File: src/rtl/ftm_pwm_core.sv
// ftm_pwm_core - FlexTimer-style counter / PWM core behind a simple register bus.
//
// A prescaled up-counter runs from CNTIN to MOD and wraps. Each channel can be
// disabled, do output-compare toggle, or produce edge-aligned PWM (high- or
// low-true). MOD, CNTIN and CnV are double-buffered: bus writes land in a
// buffer that is copied to the active copy on a wrap tick, or every cycle
// while the counter is stopped.
//
// Ports:
//   clk, rst_n     : clock (rising edge), asynchronous active-low reset
//   wr_en, rd_en   : single-cycle write / read strobes
//   addr [5:0]     : word address
//   wdata [31:0]   : write data
//   rdata [31:0]   : registered read data; holds until the next read
//   rvalid         : one-cycle pulse, the cycle after rd_en
//   ch_out         : registered channel outputs
//   irq            : (TOF & TOIE) | |(CHF & CHIE)
//
// Bus handshake: there is no back-pressure. A strobe is accepted in the cycle
// it is high; a write takes effect at the end of that cycle, a read returns
// data with rvalid one cycle later. A read and a write to the same address in
// one cycle return the pre-write value.
//
// Register map (unused upper bits read 0):
//   0x00 SC     [2:0] PS, [4:3] CLKS (01 = run), [6] TOIE, [7] TOF (W1C)
//   0x01 CNT    live counter; any write loads active CNTIN, clears prescaler
//   0x02 MOD    buffered
//   0x03 CNTIN  buffered
//   0x04 STATUS CHF mirror, write 1 clears
//   0x10+2n     CnSC [1:0] MODE, [6] CHIE, [7] CHF (W1C)
//   0x11+2n     CnV  buffered
module ftm_pwm_core #(
  parameter int NUM_CH = 8,
  parameter int CNT_W  = 16
) (
  input  logic              clk,
  input  logic              rst_n,
  input  logic              wr_en,
  input  logic              rd_en,
  input  logic [5:0]        addr,
  input  logic [31:0]       wdata,
  output logic [31:0]       rdata,
  output logic              rvalid,
  output logic [NUM_CH-1:0] ch_out,
  output logic              irq
);

  localparam logic [5:0]       NCH     = 6'(NUM_CH);
  localparam logic [CNT_W-1:0] CNT_ONE = CNT_W'(1);

  // Status / control
  logic [2:0]  ps_q, ps_d;
  logic [1:0]  clks_q, clks_d;
  logic        toie_q, toie_d;
  logic        tof_q, tof_d;
  logic [6:0]  presc_q, presc_d;

  // Counter and buffered limits
  logic [CNT_W-1:0] cnt_q, cnt_d;
  logic [CNT_W-1:0] mod_buf_q, mod_buf_d, mod_act_q, mod_act_d;
  logic [CNT_W-1:0] cntin_buf_q, cntin_buf_d, cntin_act_q, cntin_act_d;

  // Channels
  logic [NUM_CH-1:0][1:0]       mode_q, mode_d;
  logic [NUM_CH-1:0]            chie_q, chie_d;
  logic [NUM_CH-1:0]            chf_q, chf_d;
  logic [NUM_CH-1:0]            ch_out_q, ch_out_d;
  logic [NUM_CH-1:0][CNT_W-1:0] cv_buf_q, cv_buf_d, cv_act_q, cv_act_d;

  // Read path
  logic [31:0] rdata_q, rdata_d;
  logic        rvalid_q;

  // Address decode. Channel registers start at 0x10; bit 0 of the offset
  // selects CnV over CnSC, the rest is the channel index.
  logic [5:0] ch_off;
  logic [4:0] ch_n;
  logic       is_ch;
  logic       wr_sc, wr_cnt, wr_mod, wr_cntin, wr_status;

  assign ch_off    = addr - 6'd16;
  assign ch_n      = ch_off[5:1];
  assign is_ch     = (addr >= 6'd16) && ({1'b0, ch_n} < NCH);
  assign wr_sc     = wr_en && (addr == 6'h00);
  assign wr_cnt    = wr_en && (addr == 6'h01);
  assign wr_mod    = wr_en && (addr == 6'h02);
  assign wr_cntin  = wr_en && (addr == 6'h03);
  assign wr_status = wr_en && (addr == 6'h04);

  // Counter timing
  logic       running, tick, wrap, load;
  logic [6:0] presc_max;

  assign running   = (clks_q == 2'b01);
  assign presc_max = (7'd1 << ps_q) - 7'd1;
  assign tick      = running && (presc_q == presc_max);
  assign wrap      = tick && (cnt_q >= mod_act_q);
  // Buffers follow continuously while stopped so software sees its values
  // take effect before the counter is started.
  assign load      = wrap || !running;

  // Per-channel write hits and compare matches
  logic [NUM_CH-1:0] csc_hit, cv_hit, match;

  always_comb begin
    csc_hit = '0;
    cv_hit  = '0;
    match   = '0;
    for (int n = 0; n < NUM_CH; n++) begin
      csc_hit[n] = wr_en && is_ch && !ch_off[0] && (ch_n == 5'(n));
      cv_hit[n]  = wr_en && is_ch &&  ch_off[0] && (ch_n == 5'(n));
      match[n]   = tick && (mode_q[n] != 2'b00) && (cnt_q == cv_act_q[n]);
    end
  end

  // Next-state for control, counter and buffers
  always_comb begin
    ps_d   = ps_q;
    clks_d = clks_q;
    toie_d = toie_q;
    if (wr_sc) begin
      ps_d   = wdata[2:0];
      clks_d = wdata[4:3];
      toie_d = wdata[6];
    end
    // Set wins over a same-cycle W1C.
    tof_d = wrap || (tof_q && !(wr_sc && wdata[7]));

    if (!running || wr_cnt || tick) presc_d = '0;
    else                            presc_d = presc_q + 7'd1;

    cnt_d = cnt_q;
    if (wr_cnt)    cnt_d = cntin_act_q;
    else if (tick) cnt_d = wrap ? cntin_act_q : cnt_q + CNT_ONE;

    // A buffer write coinciding with a load passes straight to active.
    mod_buf_d   = wr_mod   ? wdata[CNT_W-1:0] : mod_buf_q;
    cntin_buf_d = wr_cntin ? wdata[CNT_W-1:0] : cntin_buf_q;
    mod_act_d   = load ? mod_buf_d   : mod_act_q;
    cntin_act_d = load ? cntin_buf_d : cntin_act_q;
  end

  // Next-state for channels
  always_comb begin
    mode_d   = mode_q;
    chie_d   = chie_q;
    chf_d    = chf_q;
    cv_buf_d = cv_buf_q;
    cv_act_d = cv_act_q;
    ch_out_d = '0;
    for (int n = 0; n < NUM_CH; n++) begin
      if (csc_hit[n]) begin
        mode_d[n] = wdata[1:0];
        chie_d[n] = wdata[6];
      end
      chf_d[n] = match[n] ||
                 (chf_q[n] && !(csc_hit[n] && wdata[7]) && !(wr_status && wdata[n]));
      if (cv_hit[n]) cv_buf_d[n] = wdata[CNT_W-1:0];
      if (load)      cv_act_d[n] = cv_buf_d[n];
      case (mode_q[n])
        2'b01:   ch_out_d[n] = match[n] ? !ch_out_q[n] : ch_out_q[n];
        2'b10:   ch_out_d[n] = (cnt_q < cv_act_q[n]);
        2'b11:   ch_out_d[n] = !(cnt_q < cv_act_q[n]);
        default: ch_out_d[n] = 1'b0;
      endcase
    end
  end

  // Read mux, built from current register state (pre-write values)
  always_comb begin
    rdata_d = '0;
    case (addr)
      6'h00:   rdata_d = {24'd0, tof_q, toie_q, 1'b0, clks_q, ps_q};
      6'h01:   rdata_d = 32'(cnt_q);
      6'h02:   rdata_d = 32'(mod_buf_q);
      6'h03:   rdata_d = 32'(cntin_buf_q);
      6'h04:   rdata_d = 32'(chf_q);
      default: begin
        for (int n = 0; n < NUM_CH; n++) begin
          if (is_ch && (ch_n == 5'(n))) begin
            if (ch_off[0]) rdata_d = 32'(cv_buf_q[n]);
            else           rdata_d = {24'd0, chf_q[n], chie_q[n], 4'd0, mode_q[n]};
          end
        end
      end
    endcase
  end

  always_ff @(posedge clk or negedge rst_n) begin
    if (!rst_n) begin
      ps_q        <= '0;
      clks_q      <= '0;
      toie_q      <= 1'b0;
      tof_q       <= 1'b0;
      presc_q     <= '0;
      cnt_q       <= '0;
      mod_buf_q   <= '1;
      mod_act_q   <= '1;
      cntin_buf_q <= '0;
      cntin_act_q <= '0;
      mode_q      <= '0;
      chie_q      <= '0;
      chf_q       <= '0;
      ch_out_q    <= '0;
      cv_buf_q    <= '0;
      cv_act_q    <= '0;
      rdata_q     <= '0;
      rvalid_q    <= 1'b0;
    end else begin
      ps_q        <= ps_d;
      clks_q      <= clks_d;
      toie_q      <= toie_d;
      tof_q       <= tof_d;
      presc_q     <= presc_d;
      cnt_q       <= cnt_d;
      mod_buf_q   <= mod_buf_d;
      mod_act_q   <= mod_act_d;
      cntin_buf_q <= cntin_buf_d;
      cntin_act_q <= cntin_act_d;
      mode_q      <= mode_d;
      chie_q      <= chie_d;
      chf_q       <= chf_d;
      ch_out_q    <= ch_out_d;
      cv_buf_q    <= cv_buf_d;
      cv_act_q    <= cv_act_d;
      rvalid_q    <= rd_en;
      if (rd_en) rdata_q <= rdata_d;
    end
  end

  assign rdata  = rdata_q;
  assign rvalid = rvalid_q;
  assign ch_out = ch_out_q;
  assign irq    = (tof_q && toie_q) || |(chf_q & chie_q);

  // Bits of wdata above the fields / counter width are don't-care.
  logic unused_wdata;
  assign unused_wdata = ^wdata;

endmodule

File: config.mk
export PLATFORM = sky130hd
export DESIGN_NAME = ftm_pwm_core
export DESIGN_NICKNAME = d
export VERILOG_FILES = /design/src/rtl/ftm_pwm_core.sv
export SDC_FILE = /design/constraint.sdc
export NUM_CORES = 1
export LEC_CHECK = 0
export ABC_AREA = 1
export ABC_CLOCK_PERIOD_IN_PS = 2100
export BUFFER_PORTS_ARGS = -buffer_cell sky130_fd_sc_hd__buf_2
export CAP_MARGIN = 10
export CORE_ASPECT_RATIO = 1.1
export CORE_MARGIN = 1
export CORE_UTILIZATION = 45
export CTS_CLUSTER_SIZE = 28
export DETAILED_ROUTE_END_ITERATION = 10
export GPL_ROUTABILITY_DRIVEN = 0
export PLACE_DENSITY = 0.63
export SYNTH_ARGS = -nofsm -noshare
export SYNTH_HDL_FRONTEND = slang
export SYNTH_SLANG_ARGS = --single-unit
File: constraint.sdc
create_clock -name clk -period 2.1 [get_ports clk]
set_input_delay 0.105 -clock clk [delete_from_list [all_inputs] [get_ports clk]]
set_output_delay 0.105 -clock clk [all_outputs]
set_load 0.02 [all_outputs]
==> results of run 1 <==
==> worst min path at each step <==
stage          cells past startpoint     start  slack, ps                       to
6_report                           4     wr_en         70   mod_buf_q[0]$_DFF_PN1_
5_1_grt                            4  wdata[4]        100    clks_q[1]$_DFFE_PN0P_
2_1_floorplan                      0     rst_n       -190    ch_out[0]$_DFFE_PN0P_
3_3_place_gp                       1     rst_n        170    mode_q[0]$_DFFE_PN0P_
3_5_place_dp                       1     rst_n        160  cv_act_q[8]$_DFFE_PN0P_
4_1_cts                            4     wr_en         20   mod_buf_q[0]$_DFF_PN1_
==> sequential cells by signal, indices dropped and copies added, names as in the netlist, 7 cells and up <==
name / cells
chie_q: 8
cntin_buf_q: 16
presc_q: 7
cntin_act_q: 16
cnt_q: 16
chf_q: 8
cv_act_q: 128
ch_out: 8
rdata: 16
cv_buf_q: 128
mod_buf_q: 16
mode_q: 16
mod_act_q: 16
==> report_power, final <==
part           internal [mW]  leakage (nW)  switching [mW]
Clock                   4.84         0.733            3.41
Combinational           4.17          7.10            6.96
Sequential              8.66          5.40           0.627
Total                   17.7          13.2            11.0
==> per-stage QoR <==
step,hold WS (ps),instances
floorplan,-191,2800
global placement,166,3532
detailed placement,164,3532
CTS,16.2,3651
global route,98.8,3664
finish,66.3,3666
==> placed cells by master (no fill, tap or decap), types with 15 or more instances in the layout <==
| cell | netlist | routed |
|---|---|---|
| clkbuf_16 | 0 | 54 |
| o21ai_2 | 0 | 106 |
| buf_2 | 8 | 48 |
| ha_1 | 148 | 135 |
| o21ai_1 | 164 | 62 |
| dfrtp_1 | 375 | 369 |
| buf_12 | 0 | 44 |
| dfstp_2 | 32 | 32 |
| o21ai_0 | 232 | 228 |
| nand3_2 | 0 | 29 |
| buf_6 | 17 | 23 |
| buf_16 | 0 | 19 |
| a21oi_1 | 75 | 72 |
| nor2_1 | 125 | 113 |
| nand2_1 | 849 | 705 |
| nand2_2 | 2 | 75 |
| nand2_4 | 2 | 71 |
| nand3_1 | 153 | 122 |
| inv_2 | 6 | 22 |
| conb_1 | 1 | 16 |
| nand4_1 | 57 | 57 |
| inv_1 | 317 | 301 |
| buf_4 | 29 | 122 |
| a211oi_1 | 16 | 15 |
==> layout make-up <==
| cell class | instances | area [um2] | area share |
|---|---|---|---|
| tap | 645 | 807 | 0.0284 |
| clock buffer | 68 | 1370 | 0.0480 |
| inverter | 325 | 1220 | 0.0429 |
| sequential | 407 | 10200 | 0.360 |
| clock inverter | 11 | 141 | 0.00497 |
| timing repair buffer | 276 | 3180 | 0.112 |
| antenna | 2 | 5.00 | 0.000176 |
| multi-input combinational | 1932 | 11500 | 0.404 |
==> per-layer routing <==
layer | GRT usage | vias to the layer above | share of wire
met1 | 0.449 | 10239 | 0.38
met5 | 0 | - | 0
met3 | 0.0632 | 321 | 0.098
met2 | 0.532 | 1164 | 0.44
met4 | 0.229 | 0 | 0.080
li1 | - | 9472 | -
==> worst min-delay path: cells and delay by family <==
family	cells	cell delay [ps]
AND/OR/NAND/NOR	1	110
buffers and inverters	2	320
AO/OA/AOI/OAI	1	100
==> kinds of logic (layout without fill, tap and decap cells) <==
family          Yosys count  count (layout)
simple gates           1219            1219
compound gates          533             533
buf+inv                 461             680
flops                   407             407
fa+ha+maj               148             148
xor+xnor                 16              16
other cells               1              18
==> repair_timing <==
item,4_1_cts,5_1_grt
endpoints found under the setup margin,178,187
setup buffers,20,14
gates cloned,18,8
pin swaps,40,51
hold endpoints to repair,110,0
hold buffers,2,0
resized for setup,238,266
==> impl_results.md, run 1 <==
- Status: finished, violations left
- Failing checks: negative setup slack
- Core Rows: 84
- Post-route ant nets: 0
- Simple-gate area share of the yosys netlist: 0.228
- Area of the die: 50000 um2
- Xor-xnor portion of the synthesized cell area: 0.00635
- GRT Resource Usage Total: 0.347
- RR Endpoint: cv_act_q[73]$_DFFE_PN0P_
- Final hold vios: 0
- Fin util: 0.590
- Synth Register Bits: 407
- WP buf/inv: 5
- Peak Freq: 0.423 GHz
- DRT Wirelength: 86900 um
- Crit path launch: mod_act_q[13]$_DFFE_PN1P_
- Die width: 213 um
- Area Overhead vs Synth: 28.7%
- Post-synthesis mux area share: 0
- Adder-Cell Fraction of Synth Area: 0.0839
- Starting Density: 0.459
- Startpoint types: flip-flop
- Placed standard-cell area: 24200 um2
- Num Clock Sinks: 407
- Max cap viols: 0
- Peak supply drop: 0.000940 V
- Remaining global-route overflow: 0
- Syn Inst Count: 2785
- Post-Route Setup TNS: -32190 ps
- Initial drt markers: 2240
- Worst Tran Pin Value: 924 ps
- Post-synthesis compound-gate area fraction: 0.129
- DRT Pass-1 Iters: 6
- Slew Limit Headroom: 0.381
- Post-synth EDFFs: 0
- Data required time of the worst path: 2590 ps
- Leading area contributor after synthesis: dfrtp_1
- Total leakage power: 13.2 nW
- Yosys top cell area share: 0.425
- Port Buffers: 51
- Post-synth ARST share: 1.00
- CP max stage delay: 530 ps
- Worst setup EP type: flip-flop
- Setup violators final: 176
- Vias in the first global route: 20663
- Final Max Slew Viols: 0
- Critical path depth: 15
- Post-Syn Area per Cell: 7.93 um2
- Synth cell count leaders: 849 x nand2_1, 375 x dfrtp_1, 317 x inv_1
- Clock Path Buffers: 3
- Nets: 3177
- Fin worst setup slack: -262 ps
- Critical path's slowest cell: dfstp_2
- Avg WL per Cell: 23.7 um
- Depth of the CTS H-tree: 2
- Critical path fanouts, max: 8
- Vias per cell: 5.78
- CP top delay family: simple AND/OR/NAND/NOR gates
- Cell Pwr Density: 1010 nW/um2
- Flop2flop setup slack: -260 ps
- Die Ht: 234 um
- Count of cell types in the netlist: 45
- Reg2reg path depth: 15
- CP Class: reg -> reg
- Skew-Pair Late Insertion Delay: 600 ps
- Critical path cell sequence: inv_2 -> ha_4 -> nand2_2 -> inv_2 -> o21ai_2 -> nand2_1 -> nor2_2 -> nand3_2 -> nand2_4 -> nand2_8 -> buf_12 -> buf_12 -> buf_16 -> nand2_4 -> o21ai_2
- First-pass GRT wire length: 127000 um
- Final design instance area without fill: 28400 um2
- Routed via count: 21196
- CP endpoint: cv_act_q[73]$_DFFE_PN0P_
- Post-synthesis sequential area ratio: 0.463
- DRC Markers: 0
- Initial antenna violation count: 1
- Fin crit share: 1.12
- Layout cells sized above 1: 0.243
- CTS buffer count: 45
- Root Driver: clkbuf_16
- RSZ-0062 raised after global routing: yes
- IO Count: 84
- Post-Place Worst Slack: -253 ps
- Reg-to-Reg Start: mod_act_q[13]$_DFFE_PN1P_
- CTS tree: built
- Pwr Total: 28.7 mW
- Largest net degree at the start of global routing: 68
- Worst path arrival time: 2850 ps
- Most area-consuming cells after synthesis: dfrtp_1 42%, nand2_1 14%, ha_1 8.4%, inv_1 5.4%, o21ai_0 5.3%
- Largest family of logic cells by synthesized area: simple AND/OR/NAND/NOR gates
- Worst hold-check path type: in -> reg
- DPL Wire Length: 56400 um
- Cell area after synthesis: 22100 um2
- Core area: 48100 um2
- Minimum clock period: 2360 ps
- Fin Clk Skew: 23.0 ps
- Warnings from Yosys: 0
- Most common cell in the netlist: nand2_1
- Main synth FF type: dfrtp_1
- Fillers: 4132
- Reg clk slew, reported paths: 60 ps
Note: power is estimated with default switching activity, not from simulation.
==> inputs of run 2 (changes only) <==
--- a/config.mk
+++ b/config.mk
@@ -6,7 +6,7 @@
 export NUM_CORES = 1
 export LEC_CHECK = 0
 export ABC_AREA = 1
-export ABC_CLOCK_PERIOD_IN_PS = 2100
+export ABC_CLOCK_PERIOD_IN_PS = 2200
 export BUFFER_PORTS_ARGS = -buffer_cell sky130_fd_sc_hd__buf_2
 export CAP_MARGIN = 10
 export CORE_ASPECT_RATIO = 1.1
@@ -15,7 +15,7 @@
 export CTS_CLUSTER_SIZE = 28
 export DETAILED_ROUTE_END_ITERATION = 10
 export GPL_ROUTABILITY_DRIVEN = 0
-export PLACE_DENSITY = 0.63
+export PLACE_DENSITY = 0.61
 export SYNTH_ARGS = -nofsm -noshare
 export SYNTH_HDL_FRONTEND = slang
 export SYNTH_SLANG_ARGS = --single-unit
==> constraint.sdc (replaced) <==
create_clock -name clk -period 2.2 [get_ports clk]
set_input_delay 0.11 -clock clk [delete_from_list [all_inputs] [get_ports clk]]
set_output_delay 0.11 -clock clk [all_outputs]
set_load 0.02 [all_outputs]
==> impl_results.md, run 2 (same netlist as run 1, synthesis figures left out) <==
- Depth of the CTS H-tree: 2
- Cell Pwr Density: 985 nW/um2
- Inserted Diodes: 0
- RR Endpoint: cv_act_q[54]$_DFFE_PN0P_
- Area occupied by multi-input gates: 10600 um2
- Data required time of the worst path: 2660 ps
- Layout cells sized above 1: 0.167
- DRT Pass-1 Iters: 6
- DPL Wire Length: 55300 um
- Setup violators final: 84
- Largest regs: cv_act_q x128, cv_buf_q x128
- CP endpoint: cv_act_q[54]$_DFFE_PN0P_
- Worst hold-check path type: in -> reg
- Fin crit share: 1.03
- Total leakage power: 12.3 nW
- Worst path arrival time: 2740 ps
- Peak Freq: 0.440 GHz
- Avg WL per Cell: 22.1 um
- DRC Markers: 0
- Flop2flop setup slack: -80 ps
- Status: finished, violations left
- Vias per cell: 5.63
- First-pass GRT wire length: 118000 um
- Peak supply drop: 0.00103 V
- Initial drt markers: 2056
- Max cap viols: 0
- Most common cell after layout, fill and taps aside: nand2_1
- Routed via count: 20301
- Critical path cell sequence: inv_2 -> ha_4 -> nand2_2 -> inv_2 -> o21ai_2 -> nand2_1 -> nor2_2 -> nand3_2 -> nand2_4 -> nand2_8 -> buf_12 -> clkbuf_16 -> nand2_1 -> o21ai_1
- Final hold vios: 0
- GRT Resource Usage Total: 0.322
- Largest net degree at the start of global routing: 79
- Critical path's slowest cell: dfstp_2
- Worst Tran Pin Value: 826 ps
- Skew-Pair Late Insertion Delay: 600 ps
- Fin worst setup slack: -75.2 ps
- Core area: 48100 um2
- Minimum clock period: 2280 ps
- Core Rows: 84
- Fillers: 4477
- Post-route ant nets: 0
- Failing checks: negative setup slack
- Min-Delay Startpoint: wdata[11]
- Reg2reg path depth: 14
- Remaining global-route overflow: 0
- Reg clk slew, reported paths: 60 ps
- Clock Path Buffers: 3
- Initial antenna violation count: 0
- Port Buffers: 51
- Non-Filler Instances: 3605
- Starting Density: 0.459
- Post-Route Setup TNS: -1970 ps
- Final Max Slew Viols: 0
- CP Class: reg -> reg
- Crit path launch: mod_act_q[13]$_DFFE_PN1P_
- Commonest non-fill, non-tap cells in the layout: 773 x nand2_1, 372 x dfrtp_1, 308 x inv_1
- Critical path fanouts, max: 9
- Seq. cell area: 10200 um2
- Die width: 213 um
- Die Ht: 234 um
- Worst setup EP type: flip-flop
- CTS buffer count: 45
- Startpoint types: flip-flop
- Placed Cells: 3507
- Nets: 3117
- Fin Clk Skew: 27.9 ps
- CP max stage delay: 530 ps
- Area Overhead vs Synth: 19.4%
- Reg-to-Reg Start: mod_act_q[13]$_DFFE_PN1P_
- Vias in the first global route: 19412
- Slew Limit Headroom: 0.447
- CTS tree: built
- Num Clock Sinks: 407
- Area of the die: 50000 um2
- Root Driver: clkbuf_16
- IO Count: 84
- DRT Wirelength: 79800 um
- RSZ-0062 raised after global routing: yes
==> run 2: cell types whose count changed in the layout (fill, tap and decap cells not counted), moves of 18 or more <==
cell     previous run  this run
o21ai_2           106        27
buf_16             19         1
nand2_1           705       773
nand2_4            71        14
buf_12             44        24
o21ai_1            62       138
==> run 2: worst max-delay path, delay by kind of cell (launching register included) <==
family          cells  cell delay [ps]
compound gates      2              180
fa+ha+maj           1              210
buf+inv             4              430
flops               1              530
simple gates        7              740
==> run 2: how the worst min path moves through the flow <==
stage | end | slack (ps) | cells past startpoint
final | cv_buf_q[11]$_DFF_PN0_ | 30 | 3
after global placement | cv_buf_q[74]$_DFF_PN0_ | 80 | 1
after CTS | cv_buf_q[11]$_DFF_PN0_ | 20 | 3
after global routing | cv_buf_q[11]$_DFF_PN0_ | 60 | 3
after detailed placement | cv_act_q[61]$_DFFE_PN0P_ | 80 | 1
after floorplan | ch_out[0]$_DFFE_PN0P_ | -190 | 0
==> run 2: what timing repair did <==
item / CTS / global route
setup buffers: 6 / 4
endpoints found under the hold margin: 390 / 0
pin swaps: 7 / 24
gates resized for setup: 58 / 152
cloned: 1 / 6
hold buffers: 3 / 0
endpoints found under the setup margin: 172 / 179
==> run 2: through the flow <==
stage | power (mW) | hold slack (ps) | area [um2] | utilization | worst slack (ps)
finish | 26.0 | 27.0 | 26400 | 0.548 | -75.2
floorplan | 13.7 | -186 | 22100 | - | 137
global route | 27.3 | 58.0 | 26400 | 0.548 | -105
CTS | 25.4 | 19.0 | 25700 | 0.534 | -4.51
global placement | 16.8 | 82.5 | 23800 | 0.494 | -112
detailed placement | 17.1 | 83.8 | 23800 | 0.494 | -151
==> run 2: layout make-up <==
class	instances	area share
inverters	325	0.0465
well taps	645	0.0306
clock buffers	67	0.0528
multi-input cells	1932	0.401
flip-flops and latches	407	0.388
clock inverters	13	0.00555
repair buffers	216	0.0758
==> run 2: where the power goes <==
part | internal (mW) | switching, mW | leakage, nW | total, mW
Combinational | 3.25 | 6.00 | 6.14 | 9.25
Sequential | 8.26 | 0.523 | 5.40 | 8.78
Clock | 4.71 | 3.22 | 0.765 | 7.93
Total | 16.2 | 9.74 | 12.3 | 26.0
==> run 2: per-layer routing <==
| metal | vias up | global-route usage | wire length, um |
|---|---|---|---|
| met5 | - | 0 | 0 |
| met4 | 0 | 0.196 | 5560 |
| met3 | 249 | 0.0579 | 6880 |
| met2 | 990 | 0.488 | 34700 |
| met1 | 9726 | 0.429 | 32700 |
| li1 | 9336 | - | - |
